### config.mk
export PLATFORM = sky130hd
export DESIGN_NAME = mem_port_arbiter
export DESIGN_NICKNAME = d
export VERILOG_FILES = /design/src/rtl/mem_port_arbiter.sv
export SDC_FILE = /design/constraint.sdc
export NUM_CORES = 1
export LEC_CHECK = 0
export ABC_AREA = 1
export BUFFER_PORTS_ARGS = -buffer_cell sky130_fd_sc_hd__buf_4
export CAP_MARGIN = 20
export CORE_MARGIN = 4
export CORE_UTILIZATION = 52
export DETAILED_ROUTE_END_ITERATION = 6
export GPL_TIMING_DRIVEN = 1
export MAX_ROUTING_LAYER = met4
export PLACE_DENSITY_LB_ADDON = 0.15
export SYNTH_ARGS = -nofsm -noshare
export SYNTH_HDL_FRONTEND = slang
export SYNTH_SLANG_ARGS = --single-unit
### constraint.sdc
create_clock -name clk -period 2.29 [get_ports clk]
set_input_delay 0.3435 -clock clk [delete_from_list [all_inputs] [get_ports clk]]
set_output_delay 0.3435 -clock clk [all_outputs]
set_load 0.02 [all_outputs]
### src/rtl/mem_port_arbiter.sv
// Shares one variable-latency memory between fetch (port 0) and load/store (port 1); one transaction in flight.
// Grant takes one edge, response pulses the cycle after ack; losers hold valid until ready; watchdog returns all-ones.
module mem_port_arbiter #(
    parameter int DATA_PRIORITY = 1,
    parameter int TIMEOUT       = 255
) (
    input  logic        clk,
    input  logic        rst,
    input  logic        if_valid_i,
    output logic        if_ready_o,
    input  logic [31:0] if_addr_i,
    output logic        if_rvalid_ro,
    output logic [31:0] if_rdata_ro,
    input  logic        dm_valid_i,
    output logic        dm_ready_o,
    input  logic [31:0] dm_addr_i,
    input  logic [31:0] dm_wdata_i,
    input  logic        dm_write_i,
    input  logic [1:0]  dm_width_i,
    output logic        dm_rvalid_ro,
    output logic [31:0] dm_rdata_ro,
    output logic        mem_req_ro,
    output logic [31:0] mem_addr_ro,
    output logic [31:0] mem_wdata_ro,
    output logic        mem_write_ro,
    output logic [1:0]  mem_width_ro,
    input  logic        mem_ack_i,
    input  logic [31:0] mem_rdata_i,
    output logic        err_ro
);
    localparam logic [0:0]  ST_IDLE  = 1'b0;
    localparam logic [0:0]  ST_BUSY  = 1'b1;
    localparam logic [15:0] CNT_LAST = 16'(TIMEOUT - 1);

    logic [0:0]  state_q, state_d;
    logic        owner_q, owner_d;
    logic        rr_q, rr_d;
    logic [15:0] cnt_q, cnt_d;
    logic        mem_req_q, mem_req_d;
    logic [31:0] mem_addr_q, mem_addr_d;
    logic [31:0] mem_wdata_q, mem_wdata_d;
    logic        mem_write_q, mem_write_d;
    logic [1:0]  mem_width_q, mem_width_d;
    logic        if_rvalid_q, if_rvalid_d;
    logic [31:0] if_rdata_q, if_rdata_d;
    logic        dm_rvalid_q, dm_rvalid_d;
    logic [31:0] dm_rdata_q, dm_rdata_d;
    logic        err_q, err_d;

    logic        idle;
    logic        grant_if;
    logic        grant_dm;
    logic        timeout_hit;
    logic [31:0] rsp_dat;

    assign idle = (state_q == ST_IDLE);

    // rr_q names the port that wins the next tie in round-robin mode
    always_comb begin
        grant_dm = 1'b0;
        if (dm_valid_i && !if_valid_i) begin
            grant_dm = 1'b1;
        end else if (dm_valid_i && if_valid_i) begin
            grant_dm = (DATA_PRIORITY != 0) ? 1'b1 : rr_q;
        end
    end

    assign grant_if    = if_valid_i && !grant_dm;
    assign if_ready_o  = idle && grant_if;
    assign dm_ready_o  = idle && grant_dm;
    assign timeout_hit = (cnt_q == CNT_LAST);
    assign rsp_dat     = mem_ack_i ? mem_rdata_i : 32'hFFFF_FFFF;

    always_comb begin
        state_d     = state_q;
        owner_d     = owner_q;
        rr_d        = rr_q;
        cnt_d       = cnt_q;
        mem_req_d   = mem_req_q;
        mem_addr_d  = mem_addr_q;
        mem_wdata_d = mem_wdata_q;
        mem_write_d = mem_write_q;
        mem_width_d = mem_width_q;
        if_rvalid_d = 1'b0;
        if_rdata_d  = if_rdata_q;
        dm_rvalid_d = 1'b0;
        dm_rdata_d  = dm_rdata_q;
        err_d       = err_q;
        if (state_q == ST_IDLE) begin
            if (if_ready_o || dm_ready_o) begin
                state_d     = ST_BUSY;
                owner_d     = dm_ready_o;
                rr_d        = if_ready_o;
                cnt_d       = '0;
                mem_req_d   = 1'b1;
                mem_addr_d  = dm_ready_o ? dm_addr_i : if_addr_i;
                mem_wdata_d = dm_ready_o ? dm_wdata_i : 32'd0;
                mem_write_d = dm_ready_o && dm_write_i;
                mem_width_d = dm_ready_o ? dm_width_i : 2'b10;
            end
        end else if (mem_ack_i || timeout_hit) begin
            // an ack landing on the timeout cycle still counts as a normal completion
            state_d   = ST_IDLE;
            cnt_d     = '0;
            mem_req_d = 1'b0;
            if (owner_q) begin
                dm_rvalid_d = 1'b1;
                dm_rdata_d  = rsp_dat;
            end else begin
                if_rvalid_d = 1'b1;
                if_rdata_d  = rsp_dat;
            end
            if (!mem_ack_i) begin
                err_d = 1'b1;
            end
        end else begin
            cnt_d = cnt_q + 16'd1;
        end
    end

    always_ff @(posedge clk) begin
        if (rst) begin
            state_q     <= ST_IDLE;
            owner_q     <= 1'b0;
            rr_q        <= 1'b1;
            cnt_q       <= '0;
            mem_req_q   <= 1'b0;
            mem_addr_q  <= '0;
            mem_wdata_q <= '0;
            mem_write_q <= 1'b0;
            mem_width_q <= 2'b00;
            if_rvalid_q <= 1'b0;
            if_rdata_q  <= '0;
            dm_rvalid_q <= 1'b0;
            dm_rdata_q  <= '0;
            err_q       <= 1'b0;
        end else begin
            state_q     <= state_d;
            owner_q     <= owner_d;
            rr_q        <= rr_d;
            cnt_q       <= cnt_d;
            mem_req_q   <= mem_req_d;
            mem_addr_q  <= mem_addr_d;
            mem_wdata_q <= mem_wdata_d;
            mem_write_q <= mem_write_d;
            mem_width_q <= mem_width_d;
            if_rvalid_q <= if_rvalid_d;
            if_rdata_q  <= if_rdata_d;
            dm_rvalid_q <= dm_rvalid_d;
            dm_rdata_q  <= dm_rdata_d;
            err_q       <= err_d;
        end
    end

    assign mem_req_ro   = mem_req_q;
    assign mem_addr_ro  = mem_addr_q;
    assign mem_wdata_ro = mem_wdata_q;
    assign mem_write_ro = mem_write_q;
    assign mem_width_ro = mem_width_q;
    assign if_rvalid_ro = if_rvalid_q;
    assign if_rdata_ro  = if_rdata_q;
    assign dm_rvalid_ro = dm_rvalid_q;
    assign dm_rdata_ro  = dm_rdata_q;
    assign err_ro       = err_q;
endmodule
==> results of run 1 <==
where the power goes:
part	internal (mW)	total, mW	switching, mW
Sequential	2.81	2.89	0.0833
Clock	1.86	2.94	1.08
Combinational	0.499	1.22	0.720
Total	5.17	7.05	1.88
state kept, by name (all words and copies together) (netlist names):
signal,cells
cnt_q,16
err_ro,1
if_rvalid_ro,1
dm_rdata_ro,32
mem_write_ro,1
mem_req_ro,1
state_q,1
if_rdata_ro,32
mem_width_ro,2
dm_rvalid_ro,1
mem_addr_ro,32
owner_q,1
mem_wdata_ro,32
worst max-delay path: stages (launching register included):
cell and delay (ps):
dfxtp_2 350, nor3_4 240, buf_4 390, buf_4 220
metal layers:
layer / track usage [%] / up-vias
met4: 11.5 / 0
met1: 33.0 / 3137
met5: - / -
met3: 7.74 / 40
li1: - / 3485
met2: 44.3 / 235
area by class of cell:
cell class | instances | area (sq um)
inverter | 117 | 439
multi-input combinational | 608 | 2950
timing repair buffer | 282 | 2150
tap | 172 | 215
clock buffer | 22 | 494
fill | 1055 | 3260
clock inverter | 10 | 139
sequential | 153 | 3060
how the worst max path moves through the flow:
stage | end | slack, ps | start
global placement | mem_addr_ro[3] | 300 | dm_valid_i
finish | if_ready_o | 320 | state_q
floorplan | cnt_q[14] | 880 | cnt_q[1]
global route | cnt_q[8] | 150 | state_q
CTS | if_ready_o | 300 | state_q
detailed placement | cnt_q[4] | 220 | if_valid_i
cell families after synthesis:
group                    Yosys count  share of synthesized area, %
buffers and inverters            185                          11.8
AO/OA/AOI/OAI                    176                          14.6
AND/OR/NAND/NOR                  422                          27.2
adder cells (fa/ha/maj)            2                         0.367
flip-flops                       153                          44.9
XOR/XNOR                           8                          1.03
Yosys cell counts (all sizes together):
cell	count
nand4	69
clkinv	1
xnor2	4
xor2	4
ha	2
nor3	2
inv	116
a211oi	1
a21oi	137
clkbuf	26
nand3	14
dfxtp	153
buf	42
o21ai	36
nor2	45
nand2	291
o21bai	2
nand3b	1
cells in the final DEF, fill, tap and decap left out, types with 3 or more instances in the layout:
master     count
a21oi_1      108
a21oi_2       29
buf_12         3
buf_4        279
bufinv_16      3
clkbuf_16     17
clkbuf_8       5
clkinv_2       3
dfxtp_1      152
inv_1        112
inv_2          4
nand2_1      287
nand2_2        3
nand3_1       12
nand4_1       69
nor2_1        41
nor2_4         3
o21ai_0        3
o21ai_1       33
xnor2_1        4
xor2_1         4
stage by stage:
step                      cell area [sq um]  util [%]  cells  total power [mW]  hold WS (ps)
after floorplan                        6820         -    946              3.64           485
after global placement                 8830      69.4   1332              4.15           433
after detailed placement               8830      69.4   1332              4.16           436
after CTS                              9460      74.4   1364              7.10           163
after global routing                   9460      74.4   1364              7.33           178
final                                  9460      74.4   1364              7.05           181
==> out/results.ini, run 1 <==
[hold_path]
hold_path_depth = 3
holdPathEnd = mem_write_ro
hp-start = dm_write_i
min_path_type = primary input to flop

[routing]
route.met2.wl_mm = 9.99
wl_met3_mm = 1.52
drtIter0Drc = 687
wl_per_cell_microns = 14.8
wl_met1_mm = 8.13
routed_wirelength_mm = 20.3
dr_total_vias = 6897
first_pass_iters = 5
drc_errors = 0
maxUsedRoutingLayer = met4
viasPerCell = 5.06
ant_nets = 0

[synthesis]
synth_top_area_share_pct = 44.9
ys_types = 30
synth.avg_cell_area_sq_um = 7.21
synth_area_sq_mm = 0.00682
yosysSeqAreaShare_pct = 44.9
netlist_instances = 946
yosysWarnings = 0
syn-num-nets = 1084
synth_top_area_cell = dfxtp_1
ys_ff_latch = 153
synth_area_leaders = dfxtp_1 45%, nand2_1 16%, a21oi_1 7.9%

[critical_path]
end_kind = output port
rrSetupSlack_ps = 320
startpoint_type = flop
worstReg2RegStart = state_q
r2r_end = cnt_q[14]
worst_r2r_path_depth = 6
cp_max_fo = 34
cp_data_arrival_time_ps = 1630
worstPathRequired_ps = 1950
critical_path_class = flop to output port

[global_routing]
grt-ovfl-total = 0
grt_pass1_vias = 6558
grt.total_usage_pct = 27.7
antenna_found_initial = 0
grt_max_degree = 101
grt_pass1_wl_mm = 31.8

[timing]
setup_tns_ps = 0
setup_viol = 0
slew_headroom_pct = 48.1
finalCriticalPeriod_ps = 1970
finalMaxSlewViolations = 0
hold_viol_final = 0
skew_ps = 6.00
timing.fmax_ghz = 0.506
worst_pin_slew_ps = 779
min_period_over_period_pct = 86.2
rsz0062_at_grt = no
setup_ws_ps = 316

[cts]
cts_tree = done
clk_latency_ps = 420
cts_root_buf = clkbuf_16
clock_path_buffers = 2
cts.repair.resized = 0
cts-buffers-inserted = 17
hold_buffers = 0
cts_sinks = 153
cts_setup_buffers = 0
h-tree-depth = 4
clk_pin_slew_ps = 60

[placement]
gp_congestion = 0.877
port_buffers = 272
place_ws_ps = 223
dp_hpwl_mm = 14.2

[die]
die_h_microns = 122
io_pins = 273
num_rows = 41
die_w_microns = 122
start_util_pct = 53.6
core-area_sq_mm = 0.0127
die_area_sq_mm = 0.0150

[status]
status = completed

[layout]
drive_above_1_share_pct = 30.2
syn2layout_area_growth_pct = 38.8
antenna_cells = 0
finalNetCount = 1317

[power]
power_density_mw_per_mm2 = 745
leakagePower_nw = 4.35
ir_drop_v = 0.000518

[run]
maxCapViolCount = 0

Power figures use the tool's default switching activity.
==> run 2, diff against run 1 <==
--- a/config.mk
+++ b/config.mk
@@ -14,6 +14,7 @@
 export GPL_TIMING_DRIVEN = 1
 export MAX_ROUTING_LAYER = met4
 export PLACE_DENSITY_LB_ADDON = 0.15
+export RECOVER_POWER = 100
 export SYNTH_ARGS = -nofsm -noshare
 export SYNTH_HDL_FRONTEND = slang
 export SYNTH_SLANG_ARGS = --single-unit
==> run 2 against run 1 <==
  * Cell count unchanged
  * Highest routed layer unchanged
  * Total power decreased by 2.2%
  * First-iteration DRC count increased by 8.9%
  * Maximum frequency decreased by 6.6%
  * Sequential share of layout area increased by 2.3 points
  * Clock power about the same
  * Combinational power decreased by 12%
  * Sequential power about the same
  * Flip-flop and latch count unchanged
  * Count of clock-buffer cells in the layout unchanged
  * Hold slack got worse by 2.0 ps
  * Die area unchanged
==> out/results.ini, run 2 (synthesized netlist as in run 1, its figures left out) <==
[status]
status = completed

[placement]
port_buffers = 272  ; unchanged
dp_hpwl_mm = 14.2  ; unchanged
gp_congestion = 0.877  ; unchanged

[critical_path]
critical_path_class = flop to output port
crit_path_start = state_q
worstPathRequired_ps = 1950  ; about the same
worstReg2RegStart = state_q
end_kind = output port
r2r_end = if_rdata_ro[13]
startpoint_type = flop
crit_end = dm_ready_o
worst_r2r_path_depth = 4  ; -2
cp_max_fo = 100  ; +190%
cp_data_arrival_time_ps = 1770  ; +140 ps
rrSetupSlack_ps = 290  ; -30 ps

[global_routing]
grt-ovfl-total = 0  ; unchanged
grt_pass1_wl_mm = 31.8  ; unchanged
antenna_found_initial = 0  ; unchanged
grt.total_usage_pct = 27.7  ; unchanged
grt_max_degree = 101  ; unchanged
grt_pass1_vias = 6558  ; unchanged

[layout]
layout_commonest_cell = nand2_1
final_core_util_pct = 69.4  ; -4.9 points
finalNetCount = 1317  ; unchanged
antenna_cells = 0  ; unchanged
syn2layout_area_growth_pct = 29.6
final_cell_mix = 287 x nand2_1, 152 x dfxtp_1, 143 x buf_4
drive_above_1_share_pct = 16.8  ; -13 points

[routing]
drtIter0Drc = 748  ; +8.9%
ant_nets = 0  ; unchanged
drc_errors = 0  ; unchanged
routed_wirelength_mm = 20.3  ; +0.24%
wl_per_cell_microns = 14.9  ; +0.24%
first_pass_iters = 5  ; unchanged
dr_total_vias = 6950  ; +0.77%
viasPerCell = 5.10  ; +0.77%

[cts]
cts-buffers-inserted = 17  ; unchanged
cts.repair.resized = 0  ; unchanged
h-tree-depth = 4  ; unchanged
hold_buffers = 0  ; unchanged
cts_root_buf = clkbuf_16
clk_latency_ps = 430  ; about the same
clk_pin_slew_ps = 60  ; about the same
clock_path_buffers = 2  ; unchanged
cts_tree = done
cts_sinks = 153  ; unchanged
cts_setup_buffers = 0  ; unchanged

[power]
combinationalPowerShare_pct = 15.5  ; -1.8 points
leakagePower_nw = 3.78  ; -13%
p_sw_share_pct = 26.9  ; +0.21 points
power_switching_mw = 1.86  ; -1.5%
p_int_mw = 5.04  ; -2.5%
seq_power_share_pct = 41.9  ; +0.9 points
clkPwrFrac_pct = 42.6  ; +0.9 points
power_density_mw_per_mm2 = 780  ; +4.7%
ir_drop_v = 0.000514  ; -0.89%

[die]
num_rows = 41  ; unchanged
io_pins = 273  ; unchanged
start_util_pct = 53.6  ; unchanged
die_area_sq_mm = 0.0150  ; unchanged
die_h_microns = 122  ; unchanged
core-area_sq_mm = 0.0127  ; unchanged
die_w_microns = 122  ; unchanged

[timing]
rsz0062_at_grt = no
setup_tns_ps = 0  ; unchanged
timing.fmax_ghz = 0.473  ; -6.6%
slew_headroom_pct = 47.4  ; -0.63 points
worst_pin_slew_ps = 789  ; +9.38 ps
min_period_over_period_pct = 92.3  ; +6.0 points
finalMaxSlewViolations = 0  ; unchanged
setup_viol = 0  ; unchanged
hold_viol_final = 0  ; unchanged
finalCriticalPeriod_ps = 2110  ; +138 ps
skew_ps = 6.79  ; +0.787 ps

[hold_path]
min_path_type = primary input to flop

[run]
maxCapViolCount = 0  ; unchanged

## run 2: how the worst min path moves through the flow
stage	startpoint	to	cells past startpoint
floorplan	cnt_q[15]	cnt_q[15]	2
global placement	dm_rdata_ro[28]	dm_rdata_ro[28]	2
detailed placement	dm_rdata_ro[19]	dm_rdata_ro[19]	2
CTS	dm_write_i	mem_write_ro	3
global route	dm_wdata_i[6]	mem_wdata_ro[6]	3
finish	dm_write_i	mem_write_ro	3
## run 2: cell type report
type | instances | area (sq um)
clock buffers | 22 | 494
clock inverters | 10 | 139
fillers | 1233 | 3890
inverters | 117 | 439
multi-input cells | 608 | 2850
flip-flops and latches | 153 | 3060
well taps | 172 | 215
repair buffers | 282 | 1630
## run 2: stage by stage
step,cells,instance area [sq um],hold slack [ps],total power [mW],setup slack [ps]
after floorplan,946,6820,485,3.64,884
after global placement,1332,8830,433,4.15,303
after detailed placement,1332,8830,436,4.16,223
after CTS,1364,9460,163,7.10,303
after global routing,1364,8830,178,7.18,99.7
final,1364,8830,179,6.89,177
## run 2: worst max-delay path, cell delays in order (launching register included)
cell and delay (ps):
dfxtp_2 340, nor2_1 310, buf_12 380, clkbuf_1 280
## run 2: power groups by stage
| stage | clock network, mW | registers [mW] | logic [mW] |
|---|---|---|---|
| after detailed placement | 0 | 2.94 | 1.22 |
| after global placement | 0 | 2.94 | 1.21 |
| after floorplan | 0 | 3.11 | 0.536 |
| after CTS | 2.99 | 2.89 | 1.22 |
| final | 2.94 | 2.89 | 1.07 |
| after global routing | 3.10 | 2.90 | 1.17 |
## run 2: per-layer routing
layer / vias to the layer above / GRT usage, % / routed length (microns)
met2: 260 / 44.3 / 9930
li1: 3483 / - / -
met4: 0 / 11.5 / 640
met3: 43 / 7.74 / 1590
met5: - / - / 0
met1: 3164 / 33.0 / 8140
==> run 3, diff against run 2 <==
--- a/config.mk
+++ b/config.mk
@@ -5,11 +5,11 @@
 export SDC_FILE = /design/constraint.sdc
 export NUM_CORES = 1
 export LEC_CHECK = 0
-export ABC_AREA = 1
 export BUFFER_PORTS_ARGS = -buffer_cell sky130_fd_sc_hd__buf_4
 export CAP_MARGIN = 20
 export CORE_MARGIN = 4
-export CORE_UTILIZATION = 52
+export CORE_UTILIZATION = 53
+export CTS_BUF_LIST = sky130_fd_sc_hd__clkbuf_8
 export DETAILED_ROUTE_END_ITERATION = 6
 export GPL_TIMING_DRIVEN = 1
 export MAX_ROUTING_LAYER = met4
==> run 3 against run 2 <==
  * Sequential power hardly changed
  * Maximum frequency fell by 2.1%
  * Clock skew grew 6.4 ps
  * Via count down 5.1%
  * Worst setup slack got worse by 45 ps
  * Non-clock buffer count rose by 11
  * Cell count is 14% lower
==> out/results.ini, run 3 <==
[global_routing]
grt_pass1_vias = 5944  ; -9.4%
grt_pass1_wl_mm = 30.8  ; -3.2%
grt-ovfl-total = 0  ; unchanged
grt.total_usage_pct = 29.6  ; +1.9 points
grt_max_degree = 92  ; -8.9%
antenna_found_initial = 0  ; unchanged

[die]
die_w_microns = 117  ; -4.4%
core-area_sq_mm = 0.0116  ; -9.1%
io_pins = 273  ; unchanged
start_util_pct = 54.6  ; +1.0 points
die_h_microns = 117  ; -4.4%
num_rows = 39  ; -4.9%
die_area_sq_mm = 0.0137  ; -8.5%

[layout]
syn2layout_area_growth_pct = 33.2
layoutNonFillerInstCount = 1179  ; -14%
fillers = 1066  ; -14%
finalNetCount = 1162  ; -12%
final_cell_mix = 152 x dfxtp_1, 148 x buf_4, 137 x clkbuf_1
final_core_util_pct = 72.8  ; +3.3 points
drive_above_1_share_pct = 19.1  ; +2.3 points
antenna_cells = 0  ; unchanged
layout_commonest_cell = dfxtp_1

[routing]
first_pass_iters = 5  ; unchanged
ant_nets = 0  ; unchanged
drc_errors = 0  ; unchanged
drtIter0Drc = 611  ; -18%
routed_wirelength_mm = 20.1  ; -0.98%
viasPerCell = 5.59  ; +9.7%
dr_total_vias = 6593  ; -5.1%
wl_per_cell_microns = 17.0  ; +15%

[synthesis]
yosys-top-cells-count = 153 x dfxtp_1, 115 x nand2_1, 108 x nor2_1
synth_top_area_cell = dfxtp_1
yosysWarnings = 0  ; unchanged
ys_types = 44  ; +47%
synth_edf_count = 0  ; unchanged
syn-num-nets = 919  ; -15%
synth_area_leaders = dfxtp_1 48%, o21a_1 7.7%, nand2_1 6.8%
synth_area_sq_mm = 0.00632  ; -7.3%
synth_top_area_share_pct = 48.5  ; +3.6 points
postSynth.asyncResetShare_pct = 0  ; unchanged
yosysMostFrequentCell = dfxtp_1
synth_flop_cell = dfxtp_1
yosysSeqAreaShare_pct = 48.5  ; +3.6 points
ys_ff_latch = 153  ; unchanged
synth.avg_cell_area_sq_um = 8.09  ; +12%
netlist_instances = 781  ; -17%

[critical_path]
end_kind = flop
cp_max_fo = 5  ; -95%
critical_path_class = flop to flop
cp_data_arrival_time_ps = 2460  ; +690 ps
startpoint_type = flop
rrSetupSlack_ps = 130  ; -160 ps
worstPathRequired_ps = 2590  ; +640 ps

[timing]
setup_viol = 0  ; unchanged
setup_tns_ps = 0  ; unchanged
finalMaxSlewViolations = 0  ; unchanged
rsz0062_at_grt = no
finalCriticalPeriod_ps = 2160  ; +44.7 ps
timing.fmax_ghz = 0.463  ; -2.1%
skew_ps = 13.2  ; +6.40 ps
min_period_over_period_pct = 94.2  ; +2.0 points
hold_viol_final = 0  ; unchanged
worst_pin_slew_ps = 955  ; +167 ps
slew_headroom_pct = 36.3  ; -11 points

[cts]
cts.repair.resized = 0  ; unchanged
cts_setup_buffers = 0  ; unchanged
clock_path_buffers = 2  ; unchanged
cts-buffers-inserted = 17  ; unchanged
hold_buffers = 0  ; unchanged
clk_pin_slew_ps = 80  ; +20 ps
clk_latency_ps = 440  ; about the same
h-tree-depth = 4  ; unchanged
cts_tree = done
cts_root_buf = clkbuf_8
cts_sinks = 153  ; unchanged

[power]
ir_drop_v = 0.000740  ; +44%
leakagePower_nw = 3.28  ; -13%
power_density_mw_per_mm2 = 725  ; -7.1%

[placement]
gp_congestion = 0.905  ; +3.1%
dp.cells = 1148  ; -14%
dp_hpwl_mm = 14.4  ; +1.5%
port_buffers = 272  ; unchanged

[hold_path]
min_path_type = primary input to flop

[status]
status = completed

[run]
maxCapViolCount = 0  ; unchanged

[run 3: cell count changes after synthesis, sizes merged, moves of 10 or more]
cell    before  now
nand2      291  115
inv        116    5
a21oi      137   69
o21a         0   65
nor2        45  108
nand4       69   11
nor3         2   38
nand3       14   48
a311oi       0   33
clkbuf      26   57
buf         42   12
o21ai       36    6
a31oi        0   10
[run 3: path summary, 6_finish.rpt]
path / from / endpoint / cells after the start
worst max register to register: cnt_q[0] / cnt_q[1] / 7
worst max-delay path: cnt_q[0] / cnt_q[1] / 7
worst min-delay path: dm_wdata_i[16] / mem_wdata_ro[16] / 3
worst min register to register: mem_wdata_ro[26] / mem_wdata_ro[26] / 2
[run 3: through the flow]
stage | power, mW | cell area [sq um] | setup slack (ps) | hold slack, ps
after global placement | 4.09 | 8520 | 240 | 448
after CTS | 6.26 | 8950 | 135 | 124
after floorplan | 3.53 | 6320 | 326 | 480
after global routing | 6.35 | 8420 | 8.62 | 119
final | 6.10 | 8420 | 132 | 146
after detailed placement | 4.11 | 8520 | 188 | 454
[run 3: critical path, stage by stage, from the launching register on]
cell and delay [ps]:
dfxtp_1 350, inv_1 110, ha_1 160, or4b_1 460
o41ai_1 450, clkbuf_1 260, a2bb2oi_1 190, nor2_1 50
[run 3: cells by family (layout without fill, tap and decap cells)]
kind of cell | after synthesis | count (layout) | share of synthesized area, %
simple gates | 357 | 357 | 25.8
compound gates | 193 | 193 | 20.6
flops | 153 | 153 | 48.5
buf+inv | 76 | 331 | 4.73
fa+ha+maj | 2 | 2 | 0.396
[run 3: cell type report]
| type | count | area, sq um | area share [%] |
|---|---|---|---|
| flip-flops and latches | 153 | 3060 | 36.4 |
| multi-input cells | 552 | 2980 | 35.4 |
| repair buffers | 293 | 1740 | 20.7 |
| clock buffers | 18 | 248 | 2.94 |
| well taps | 143 | 179 | 2.13 |
| clock inverters | 13 | 178 | 2.11 |
| inverters | 7 | 26.3 | 0.312 |
[run 3: per-layer routing]
metal | up-vias | global-route usage [%] | routed length, microns
met4 | 0 | 10.9 | 652
met3 | 40 | 8.95 | 1660
met1 | 3082 | 34.4 | 7740
li1 | 3226 | - | -
met2 | 245 | 48.4 | 10000
met5 | - | - | 0
[run 3: power breakdown]
group	internal, mW	total (mW)	switching, mW
Sequential	2.81	2.90	0.0858
Combinational	0.386	1.02	0.636
Clock	1.20	2.18	0.978
Total	4.40	6.10	1.70
